===== src/rtl/alu_pkg.sv =====
// Shared ALU definitions: funct3 encodings, op bundle and FSM states.
// The op typedef is also used by the processor decode stage.
package alu_pkg;

  localparam logic [2:0] F3_ADD  = 3'b000;
  localparam logic [2:0] F3_SLL  = 3'b001;
  localparam logic [2:0] F3_SLT  = 3'b010;
  localparam logic [2:0] F3_SLTU = 3'b011;
  localparam logic [2:0] F3_XOR  = 3'b100;
  localparam logic [2:0] F3_SRL  = 3'b101;
  localparam logic [2:0] F3_OR   = 3'b110;
  localparam logic [2:0] F3_AND  = 3'b111;

  localparam int unsigned ALT_BIT = 3;

  typedef struct packed {
    logic       alt;
    logic [2:0] funct3;
  } alu_op_t;

  typedef enum logic [1:0] {
    ST_IDLE,
    ST_ARITH,
    ST_SHIFT,
    ST_DONE
  } alu_state_t;

  // SUB, SLT and SLTU all run the adder as a + ~b + 1.
  function automatic logic op_is_sub(input alu_op_t op);
    return (op.funct3 == F3_ADD && op.alt) || op.funct3 == F3_SLT || op.funct3 == F3_SLTU;
  endfunction

endpackage


===== src/rtl/alu_chunk_adder.sv =====
// Combinational CHUNK-bit adder slice with optional B inversion,
// carry in/out and the MSB taps needed for signed compare.
module alu_chunk_adder #(
  parameter int CHUNK = 8
) (
  input  logic [CHUNK-1:0] a_in,
  input  logic [CHUNK-1:0] b_in,
  input  logic             sub_in,
  input  logic             cin,
  output logic [CHUNK-1:0] sum,
  output logic             cout,
  output logic             a_msb,
  output logic             b_msb,
  output logic             sum_msb
);

  logic [CHUNK-1:0] b_eff;

  always_comb begin
    b_eff       = sub_in ? ~b_in : b_in;
    {cout, sum} = {1'b0, a_in} + {1'b0, b_eff} + {{CHUNK{1'b0}}, cin};
    a_msb       = a_in[CHUNK-1];
    b_msb       = b_in[CHUNK-1];
    sum_msb     = sum[CHUNK-1];
  end

endmodule


===== src/rtl/multicycle_alu.sv =====
// Multi-cycle RV32I integer ALU: chunked ripple add, 1-bit/cycle shifter,
// single-cycle logic ops, one-cycle out_valid result strobe.
module multicycle_alu
  import alu_pkg::*;
#(
  parameter int WIDTH = 32,
  parameter int CHUNK = 8
) (
  input  logic             clk,
  input  logic             rst,
  input  logic [WIDTH-1:0] a_in,
  input  logic [WIDTH-1:0] b_in,
  input  logic [3:0]       op_in,
  input  logic             in_valid,
  output logic [WIDTH-1:0] out,
  output logic             out_valid,
  output logic             busy
);

  localparam int unsigned NCHUNK = WIDTH / CHUNK;
  localparam int unsigned SHW    = $clog2(WIDTH);
  localparam int unsigned CW     = SHW + 1;

  alu_state_t       state_q, state_d;
  logic [WIDTH-1:0] a_q, a_d, b_q, b_d, sum_q, sum_d, out_q, out_d;
  alu_op_t          op_q, op_d, op_new;
  logic             carry_q, carry_d, lt_q, lt_d;
  logic [CW-1:0]    cnt_q, cnt_d;
  logic             out_valid_q, out_valid_d, busy_q, busy_d;
  logic             accept;

  logic [CHUNK-1:0] add_sum;
  logic             add_cout, add_a_msb, add_b_msb, add_sum_msb;

  alu_chunk_adder #(.CHUNK(CHUNK)) u_adder (
    .a_in    (a_q[CHUNK-1:0]),
    .b_in    (b_q[CHUNK-1:0]),
    .sub_in  (op_is_sub(op_q)),
    .cin     (carry_q),
    .sum     (add_sum),
    .cout    (add_cout),
    .a_msb   (add_a_msb),
    .b_msb   (add_b_msb),
    .sum_msb (add_sum_msb)
  );

  always_comb begin
    state_d     = state_q;
    a_d         = a_q;
    b_d         = b_q;
    op_d        = op_q;
    sum_d       = sum_q;
    carry_d     = carry_q;
    lt_d        = lt_q;
    cnt_d       = cnt_q;
    out_d       = out_q;
    out_valid_d = 1'b0;
    busy_d      = (state_q != ST_IDLE);
    op_new      = '{alt: op_in[ALT_BIT], funct3: op_in[2:0]};
    accept      = in_valid && (state_q == ST_IDLE) && !busy_q;

    case (state_q)
      ST_IDLE: begin
        if (accept) begin
          a_d     = a_in;
          b_d     = b_in;
          op_d    = op_new;
          busy_d  = 1'b1;
          carry_d = op_is_sub(op_new);
          sum_d   = '0;
          lt_d    = 1'b0;
          case (op_new.funct3)
            F3_ADD, F3_SLT, F3_SLTU: begin
              cnt_d   = CW'(NCHUNK);
              state_d = ST_ARITH;
            end
            F3_SLL, F3_SRL: begin
              cnt_d   = {1'b0, b_in[SHW-1:0]};
              state_d = (b_in[SHW-1:0] == '0) ? ST_DONE : ST_SHIFT;
            end
            default: state_d = ST_DONE;
          endcase
        end
      end
      ST_ARITH: begin
        // Operands rotate right one slice per cycle, so after the final
        // slice a_q/b_q are back to their captured values.
        a_d     = {a_q[CHUNK-1:0], a_q[WIDTH-1:CHUNK]};
        b_d     = {b_q[CHUNK-1:0], b_q[WIDTH-1:CHUNK]};
        sum_d   = {add_sum, sum_q[WIDTH-1:CHUNK]};
        carry_d = add_cout;
        cnt_d   = cnt_q - 1'b1;
        if (cnt_q == CW'(1)) begin
          lt_d    = (add_a_msb ^ add_b_msb) ? add_a_msb : add_sum_msb;
          state_d = ST_DONE;
        end
      end
      ST_SHIFT: begin
        if (op_q.funct3 == F3_SLL) a_d = {a_q[WIDTH-2:0], 1'b0};
        else                       a_d = {op_q.alt & a_q[WIDTH-1], a_q[WIDTH-1:1]};
        cnt_d = cnt_q - 1'b1;
        if (cnt_q == CW'(1)) state_d = ST_DONE;
      end
      ST_DONE: begin
        out_valid_d = 1'b1;
        state_d     = ST_IDLE;
        case (op_q.funct3)
          F3_ADD:         out_d = sum_q;
          F3_SLT:         out_d = {{(WIDTH-1){1'b0}}, lt_q};
          F3_SLTU:        out_d = {{(WIDTH-1){1'b0}}, ~carry_q};
          F3_SLL, F3_SRL: out_d = a_q;
          F3_XOR:         out_d = a_q ^ b_q;
          F3_OR:          out_d = a_q | b_q;
          default:        out_d = a_q & b_q;
        endcase
      end
      default: state_d = ST_IDLE;
    endcase
  end

  always_ff @(posedge clk or posedge rst) begin
    if (rst) begin
      state_q     <= ST_IDLE;
      a_q         <= '0;
      b_q         <= '0;
      op_q        <= '0;
      sum_q       <= '0;
      carry_q     <= 1'b0;
      lt_q        <= 1'b0;
      cnt_q       <= '0;
      out_q       <= '0;
      out_valid_q <= 1'b0;
      busy_q      <= 1'b0;
    end else begin
      state_q     <= state_d;
      a_q         <= a_d;
      b_q         <= b_d;
      op_q        <= op_d;
      sum_q       <= sum_d;
      carry_q     <= carry_d;
      lt_q        <= lt_d;
      cnt_q       <= cnt_d;
      out_q       <= out_d;
      out_valid_q <= out_valid_d;
      busy_q      <= busy_d;
    end
  end

  assign out       = out_q;
  assign out_valid = out_valid_q;
  assign busy      = busy_q;

endmodule


===== config.mk =====
export PLATFORM = sky130hd
export DESIGN_NAME = multicycle_alu
export DESIGN_NICKNAME = d
export VERILOG_FILES = /design/src/rtl/alu_pkg.sv /design/src/rtl/alu_chunk_adder.sv /design/src/rtl/multicycle_alu.sv
export SDC_FILE = /design/constraint.sdc
export NUM_CORES = 1
export LEC_CHECK = 0
export ABC_CLOCK_PERIOD_IN_PS = 10600
export CORE_ASPECT_RATIO = 2
export CORE_MARGIN = 4
export CORE_UTILIZATION = 40
export DETAILED_ROUTE_END_ITERATION = 12
export PLACE_DENSITY_LB_ADDON = 0.08
export SYNTH_ARGS = -nofsm -noshare
export SYNTH_HDL_FRONTEND = slang
export SYNTH_SLANG_ARGS = --single-unit

===== constraint.sdc =====
create_clock -name clk -period 10.6 [get_ports clk]
set_input_delay 2.12 -clock clk [delete_from_list [all_inputs] [get_ports clk]]
set_output_delay 2.12 -clock clk [all_outputs]
set_load 0.02 [all_outputs]

==> out/summary.md <==
The flow ran to the end, and the final reports show no timing, DRC or antenna violations. The run gives 0 as the diode insertion count for antenna repair. The tools report the leftover overflow at the end of global routing as 0. Counting every instance in the synthesized netlist gives 1013.

Summed over all layers, the routed wires come to 32700 um. In this run the core area contains 79 standard-cell rows. Setup repair after global routing left no endpoint under its margin. Setup total negative slack on the finished layout was measured at 0 ps. IR analysis of the VDD net gives a maximum drop of 0.000287 V.

Data on the critical path is required at its endpoint by 10980 ps. The number of hold-slack violations in the final timing report is 0, and the number of enable flip-flop cells after synthesis is 0. The number of top-level pins is 105.

Summing the sequential cell areas from Yosys gives 38.1% of the chip area. Counting flops and latches in the post-synthesis netlist gives 144. The worst hold path was traced through 2 stages. Between clock sinks in the finished design, the worst skew comes to 8.71 ps. The count of pins over their slew limit is 0, and the shortest period the worst path allows is 3900 ps. The logs give 450 ps for the clock latency reported for the late side of the worst-skew pair and 6 for the number of detailed-routing iterations run before antenna repair. The CTS clock-pin slew for the worst setup and hold paths is 60 ps, and the largest fanout of any net on the critical path is 65. The tools report the final-report setup violation count as 0.

The worst setup path is captured at a register. The via density per instance works out to 5.78. Detailed placement finished with a half-perimeter wire length of 24100 um. After detailed routing, the average wire length per cell comes to 23.9 um. Once the clock tree was built, the resizer swapped 0 gates to a different size. The relative slew slack is 36.5%, and the power per cell area is 380 nW/um^2.

The net count of the finished layout is 1223. The tools report the post-layout worst setup margin as 6700 ps. A synthesized cell averages 9.33 um^2.

The tightest min-delay check is of the reg -> reg type. For this run, the top clock speed supported by timing is 256 MHz. The CTS buffer count was 17; the count of buffers from port buffering was 104.

The first routing iteration left 606 violations. Maximum number of pins on one net before global-route repair: 98. The count of nets left with antenna violations after detail routing is 0. The area of the mapped netlist came out at 9450 um^2. Counting instances in the post-synthesis netlist gives the leading cell types as sky130_fd_sc_hd__dfrtp_1 (144), sky130_fd_sc_hd__nand2_1 (100), sky130_fd_sc_hd__inv_1 (99), sky130_fd_sc_hd__o21ai_0 (95), sky130_fd_sc_hd__mux2i_1 (86).

The tools report the critical path arrival as 4280 ps. After synthesis, the largest area contributor takes up 38.1% of total cell area. In this run the horizontal extent of the chip is 117 um. The number of fill cells in the layout came out at 2242. Kind of launch point of the worst setup path: an input port.

The area growth from synthesis to layout came out at 18.3%. The most numerous cell in the Yosys netlist is sky130_fd_sc_hd__dfrtp_1. The type of the worst setup path is in -> reg.

The total core area was 23200 um^2; the wire length of the first global-routing pass was 48600 um. Routability-driven placement finished with a final weighted congestion of 0.897. TritonCTS built the clock tree. For this run, the total global-route usage over all layers was measured as 25.5%. The number of warnings issued by yosys was 0.

Clock tree synthesis selected as its root buffer the cell sky130_fd_sc_hd__clkbuf_16. Of all flip-flops after synthesis, the portion carrying an async set or reset was 100%. From bottom edge to top edge, the die measures 225 um.

Counting every sink on the clock net gives 144. The tool flagged a number of max-cap violations equal to 0. The path depth of the worst reg2reg path works out to 12. For the number of global-route vias before repair, the log shows 7725. The tools report the starting density of the core as 40.7%. The number of nets handed over by synthesis was 1164.

The maximum clock insertion buffer count is 2. In the routed design, unresolved DRC markers number 0. Buffers inserted to repair hold after CTS numbered 0. The most common flop cell mapped by yosys is sky130_fd_sc_hd__dfrtp_1. Post-CTS timing repair inserted 0 buffers for setup. The leakage dissipation is 5.04 nW, and the total via count after detailed routing is 7903. Maximum level of the CTS H-tree: 4.

Ranked by total cell area, the synthesized netlist is headed by sky130_fd_sc_hd__dfrtp_1 (38%), sky130_fd_sc_hd__ha_1 (10%), sky130_fd_sc_hd__mux2i_1 (9.1%), sky130_fd_sc_hd__o21ai_0 (5.0%), sky130_fd_sc_hd__nand2_1 (4.0%). For the pin with the worst max-slew slack, the measured transition is 952 ps. Total power for the finished layout comes to 4.25 mW.

The initial antenna violation count is 0, and the die outline area is 26300 um^2. The post-route netlist has 6.08% of its cells at a drive strength greater than 1. The number of different library cells used by synthesis comes to 56. The period utilization works out to 36.8%. For the worst slack at placement, the log shows 6240 ps.

Top cell type by total area after synthesis: sky130_fd_sc_hd__dfrtp_1.
where the power goes:
part,internal [mW],switching (mW)
sequential,0.817,0.382
clock,0.400,0.248
combinational,0.982,1.42
total,2.20,2.05
final cells by class:
| cell class | instances | area [um^2] | area share, % |
|---|---|---|---|
| multi-input combinational | 692 | 5070 | 45.4 |
| sequential | 144 | 3610 | 32.2 |
| timing repair buffer | 118 | 1150 | 10.2 |
| tap | 283 | 354 | 3.17 |
| clock buffer | 23 | 498 | 4.45 |
| clock inverter | 9 | 129 | 1.15 |
| inverter | 99 | 377 | 3.37 |
per-layer routing:
layer | global-route usage [%] | up-vias | wire length (um)
met5 | 0 | - | 0
met4 | 18.1 | 0 | 2600
met3 | 3.68 | 84 | 1290
met2 | 43.4 | 267 | 16900
met1 | 28.3 | 3835 | 12000
li1 | - | 3717 | -
registers in the layout, summed over array words and instances, names as in the netlist:
name,flops
carry_q,1
op_q,4
out,32
sum_q,32
cnt_q,6
lt_q,1
state_q,2
busy,1
out_valid,1
b_q,32
a_q,32
worst max-delay path, cell delays in order:
cell,delay [ps]
sky130_fd_sc_hd__clkdlybuf4s50_1,470
sky130_fd_sc_hd__nand3b_2,220
sky130_fd_sc_hd__a21o_2,270
sky130_fd_sc_hd__buf_4,310
sky130_fd_sc_hd__a31o_1,410
sky130_fd_sc_hd__or3_1,390
sky130_fd_sc_hd__o21ai_1,70
through the flow:
| stage | hold WS (ps) | std cells | cell area (um^2) | utilization (%) |
|---|---|---|---|---|
| global route | 511 | 1368 | 11200 | 48.2 |
| floorplan | 464 | 1013 | 9450 | - |
| finish | 483 | 1368 | 11200 | 48.2 |
| detailed placement | 473 | 1336 | 10600 | 45.5 |
| CTS | 489 | 1368 | 11200 | 48.2 |
| global placement | 468 | 1336 | 10600 | 45.5 |
worst paths after layout:
path,from,slack [ps],endpoint
setup / recovery,in_valid,6700,cnt_q[0]
hold / removal,out[1],480,out[1]
setup reg to reg,op_q[0],7080,carry_q
hold reg to reg,out[1],480,out[1]
max in group asynchronous,rst,7010,op_q[2]
min in group asynchronous,rst,2190,out[17]
placed cells by master (no fill, tap or decap), types with 14 or more instances in the layout:
cell type | synthesis | layout
sky130_fd_sc_hd__a211oi_1 | 31 | 31
sky130_fd_sc_hd__a21o_1 | 35 | 34
sky130_fd_sc_hd__a22o_1 | 27 | 27
sky130_fd_sc_hd__a22oi_1 | 30 | 30
sky130_fd_sc_hd__buf_4 | 3 | 14
sky130_fd_sc_hd__clkbuf_16 | 0 | 17
sky130_fd_sc_hd__clkdlybuf4s50_1 | 0 | 104
sky130_fd_sc_hd__dfrtp_1 | 144 | 141
sky130_fd_sc_hd__ha_1 | 78 | 76
sky130_fd_sc_hd__inv_1 | 99 | 98
sky130_fd_sc_hd__mux2i_1 | 86 | 86
sky130_fd_sc_hd__nand2_1 | 100 | 100
sky130_fd_sc_hd__nor2_1 | 51 | 51
sky130_fd_sc_hd__o211ai_1 | 42 | 42
sky130_fd_sc_hd__o21ai_0 | 95 | 95
sky130_fd_sc_hd__o22ai_1 | 22 | 22
logic make-up (layout without fill, tap and decap cells):
| group | Yosys count | after routing | share of synthesized area, % |
|---|---|---|---|
| simple gates | 172 | 172 | 7.73 |
| fa+ha+maj | 80 | 80 | 10.7 |
| compound gates | 336 | 336 | 24.3 |
| buf+inv | 177 | 249 | 8.26 |
| mux | 90 | 90 | 9.58 |
| xor+xnor | 14 | 14 | 1.30 |
| flops | 144 | 144 | 38.1 |
Note: power is estimated with default switching activity, not from simulation.
